==> src/rtl/serializer_pkg.sv <==
// serializer_pkg: FSM state type and default word width shared with the deserializer
package serializer_pkg;
   typedef enum logic [1:0] {IDLE, SEND, DONE} state_t;
   localparam int WORD_WIDTH = 8;
endpackage

==> src/rtl/serializer.sv <==
// serializer: parallel word to MSB-first serial bit stream with per-bit strobe and ready backpressure
module serializer
   import serializer_pkg::*;
#(
   parameter int WIDTH = WORD_WIDTH
) (
   input  logic             clock_100KHZ,
   input  logic             reset,
   input  logic [WIDTH-1:0] data_in,
   input  logic             data_valid,
   input  logic             ready_in,
   output logic             data_ack,
   output logic             data_out,
   output logic             write_out,
   output logic             status_out,
   output logic [7:0]       words_sent
);
   localparam int CW = $clog2(WIDTH) + 1;
   state_t           state_q, state_d;
   logic [WIDTH-1:0] shift_q, shift_d;
   logic [CW-1:0]    cnt_q, cnt_d;
   logic             ack_q, ack_d;
   logic             dout_q, dout_d;
   logic             wr_q, wr_d;
   logic             stat_q, stat_d;
   logic [7:0]       words_q, words_d;
   // next state: capture in IDLE, shift one bit per ready cycle, retire the word once WIDTH bits have gone
   always_comb begin
      state_d = state_q;
      shift_d = shift_q;
      cnt_d   = cnt_q;
      ack_d   = 1'b0;
      dout_d  = 1'b0;
      wr_d    = 1'b0;
      stat_d  = stat_q;
      words_d = words_q;
      case (state_q)
         IDLE: if (data_valid) begin
            shift_d = data_in;
            cnt_d   = '0;
            ack_d   = 1'b1;
            stat_d  = 1'b1;
            state_d = SEND;
         end
         SEND: if (cnt_q == CW'(WIDTH)) begin
            stat_d  = 1'b0;
            words_d = words_q + 8'd1;
            state_d = DONE;
         end else if (ready_in) begin
            dout_d  = shift_q[WIDTH-1];
            wr_d    = 1'b1;
            shift_d = shift_q << 1;
            cnt_d   = cnt_q + CW'(1);
         end
         default: state_d = IDLE;
      endcase
   end
   // state and registered outputs, cleared immediately by reset
   always_ff @(posedge clock_100KHZ or negedge reset) begin
      if (!reset) begin
         state_q <= IDLE;
         shift_q <= '0;
         cnt_q   <= '0;
         ack_q   <= 1'b0;
         dout_q  <= 1'b0;
         wr_q    <= 1'b0;
         stat_q  <= 1'b0;
         words_q <= '0;
      end else begin
         state_q <= state_d;
         shift_q <= shift_d;
         cnt_q   <= cnt_d;
         ack_q   <= ack_d;
         dout_q  <= dout_d;
         wr_q    <= wr_d;
         stat_q  <= stat_d;
         words_q <= words_d;
      end
   end
   assign data_ack   = ack_q;
   assign data_out   = dout_q;
   assign write_out  = wr_q;
   assign status_out = stat_q;
   assign words_sent = words_q;
endmodule

==> config.mk <==
export PLATFORM = sky130hd
export DESIGN_NAME = serializer
export DESIGN_NICKNAME = d
export VERILOG_FILES = /design/src/rtl/serializer_pkg.sv /design/src/rtl/serializer.sv
export SDC_FILE = /design/constraint.sdc
export NUM_CORES = 1
export LEC_CHECK = 0
export ABC_AREA = 1
export CELL_PAD_IN_SITES_DETAIL_PLACEMENT = 1
export CELL_PAD_IN_SITES_GLOBAL_PLACEMENT = 2
export CORE_ASPECT_RATIO = 1.5
export CORE_MARGIN = 2
export CORE_UTILIZATION = 35
export DETAILED_ROUTE_END_ITERATION = 10
export DONT_BUFFER_PORTS = 1
export PLACE_DENSITY_LB_ADDON = 0.1
export RECOVER_POWER = 50
export SYNTH_ARGS = -nofsm -noshare
export SYNTH_HDL_FRONTEND = slang
export SYNTH_SLANG_ARGS = --single-unit
==> constraint.sdc <==
create_clock -name clock_100KHZ -period 1.7 [get_ports clock_100KHZ]
set_clock_uncertainty 0.05 [all_clocks]
set_input_delay 0.17 -clock clock_100KHZ [delete_from_list [all_inputs] [get_ports clock_100KHZ]]
set_output_delay 0.17 -clock clock_100KHZ [all_outputs]
set_load 0.05 [all_outputs]
==> metrics.cfg <==
[outcome]
status=finished, final reports clean

[layout]
drive_gt1_share_pct=10.2
fin_cells=220
fillers=461
area_growth_pct=14.9
final_util_pct=40.9
final_area_sq_um=1480
final_net_count=193
diodes=0

[synth]
synth_nets=177
synth-adder-area-share_pct=2.91
netlist_area_sq_um=1290
synth-simple-area-share_pct=35.4
synthCells=162
ys_top_cells_by_area=dfrtp_1 50%, nand2_1 22%, nand3_1 4.7%
synth_top_family_by_area=simple AND/OR/NAND/NOR gates
synth_compound_area_share_pct=0.971
synth_mux_area_share_pct=0
syn_area_per_cell_sq_um=7.96
ys_async_sr_fraction_pct=100
ys_warn_count=0
ys_ff_latch=26
synth_edf_count=0
synth_top_cell_area_share_pct=50.5
yosys.area.top_type=dfrtp_1
synth-main-ff-cell=dfrtp_1
ys_types=19
ys_seq_area_share_pct=50.5
synth_xor_area_share_pct=4.08

[sta]
hold_viol=0
max_freq_ghz=0.661
maxSlewHeadroom_pct=53.1
fin_crit_ns=1.51
layout_setup_ws_ns=0.188
timing.hold.ws_ns=0.0142
rsz0062_at_grt=no
maxSlewViolCount=0
setup_viol=0
tightest_slew_ns=0.703
timing.setup.tns_ns=0
timing.final.crit_share_pct=88.9

[global_route]
grt.busiest_layer=met2
use_met1_pct=18.2
overflow=0
antenna_found_initial=0
grt_use_met2_pct=28.5
grt_pass1_vias=1077
grt_pass1_wl_um=4840
grt_max_degree=27
grt_use_met3_pct=1.71
gr-usage-all-layers_pct=15.6

[pwr]
power.total_mw=2.47
irDropWorstVdd_uv=628
powerDensity_nw_per_um2=1670
p_leak_nw=0.782

[clocking]
cts_sinks=26
cts_buffers=3
cts.clk_slew.worst_paths_ns=0.10
cts_resized=0
h-tree-depth=1
clock_tree.root_cell=clkbuf_8
clockBufferDepth=2
cts_tree=built
clk_latency_ns=0.28

[placement]
detailed_place_hpwl_um=2250
placed_cell_area_sq_um=1400
port-buffer-count=0
place_ws_ns=0.195
place_inst=213
gp_congestion=0.675

[route]
drcViolationCount=0
drt_first_pass_iters=4
post_drt_wl_per_cell_um=13.5
drt-total-wl_um=2980
drtIter0Drc=5
vias_per_cell=4.67
drtAntennaViolNets=0
vias=1027

[worst_setup_path]
worstPathRequired_ns=1.79
arrival_ns=1.61
crit_fanout=11
crit_type=flip-flop to flip-flop
crit_path_end_kind=flip-flop
crit_path_start_kind=flip-flop
rrSetupSlack_ns=0.19

[die]
start_util_pct=35.7
fp.coreArea_sq_um=3610
die_w_um=53.5
num_rows=27
dieArea_sq_um=4190
die-height_um=78.3
io_pins=24

[flow_run]
drv_cap=0

[min_path]
hp-class=input port to flip-flop

==> worst paths after layout <==
kind,start,depth (start not counted),to
worst max-delay path,cnt_q[0]$_DFFE_PN0P_,7,words_sent[5]$_DFFE_PN0P_
worst min-delay path,data_valid,2,data_ack$_DFF_PN0_
worst max register to register,cnt_q[0]$_DFFE_PN0P_,7,words_sent[5]$_DFFE_PN0P_
worst min register to register,shift_q[7]$_DFFE_PN0P_,2,shift_q[7]$_DFFE_PN0P_
max in group asynchronous,reset,2,shift_q[3]$_DFFE_PN0P_
min in group asynchronous,reset,2,cnt_q[2]$_DFFE_PN0P_
==> layout by cell type, fill, tap and decap left out, drive strengths merged <==
master | Yosys | layout
a21oi | 1 | 1
nor3b | 1 | 1
nand2 | 80 | 80
ha | 3 | 3
nor2 | 11 | 11
dfrtp | 26 | 26
nand3b | 1 | 1
dlygate4sd3 | 0 | 2
buf | 2 | 6
inv | 16 | 16
bufinv | 0 | 1
clkbuf | 0 | 8
o21bai | 1 | 1
xnor2 | 4 | 4
nand3 | 12 | 12
nand4 | 2 | 2
xor2 | 2 | 2
==> state kept, by name, summed over array words and instances (netlist names) <==
name / count
status_out: 1
data_ack: 1
cnt_q: 4
write_out: 1
data_out: 1
state_q: 2
words_sent: 8
shift_q: 8
==> kinds of logic (layout without fill, tap and decap cells) <==
kind of cell / after synthesis / count (layout)
and+or+nand+nor: 107 / 107
DFF: 26 / 26
buffers and inverters: 18 / 33
xor gates and xnor gates: 6 / 6
adders and majority gates: 3 / 3
AOI/OAI and AO/OA: 2 / 2
==> cells in the mapped netlist, types with 2 or more instances <==
library cell,n
ha_1,3
nor2_1,10
nand2_4,2
inv_1,14
nand4_1,2
nand3_1,12
xnor2_1,4
xor2_1,2
nand2_1,76
nand2_2,2
inv_2,2
dfrtp_1,26
==> final cells by class <==
cell class | count | area [sq um] | share of cell area (%)
clock buffer | 3 | 41.3 | 2.79
clock inverter | 1 | 30.0 | 2.03
inverter | 16 | 60.1 | 4.06
multi-input combinational | 118 | 559 | 37.8
sequential | 26 | 651 | 44.0
tap | 43 | 53.8 | 3.63
timing repair buffer | 13 | 85.1 | 5.75
==> power by group <==
part / leakage [nW] / total (mW) / switching, mW / internal (mW)
registers: 0.338 / 1.03 / 0.232 / 0.794
clock network: 0.0357 / 0.530 / 0.214 / 0.315
logic: 0.408 / 0.914 / 0.607 / 0.307
total: 0.782 / 2.47 / 1.05 / 1.42
==> worst max-delay path: stages, from the launching register on <==
cell and delay (ns):
dfrtp_1 0.42, inv_1 0.10, ha_1 0.15, nand3_1 0.14, nor2_1 0.13, buf_4 0.19, nand2_1 0.08, xnor2_1 0.12
==> what timing repair did <==
action	4_1_cts	5_1_grt
hold buffers	3	0
hold endpoints to repair	27	0
setup buffers	0	0
==> layer usage <==
metal | share of wire [%] | wire, um
met2 | 55 | 1630
met3 | 3.2 | 96
met5 | 0 | 0
met1 | 41 | 1220
met4 | 1.0 | 31
Note: power is estimated with default switching activity, not from simulation.
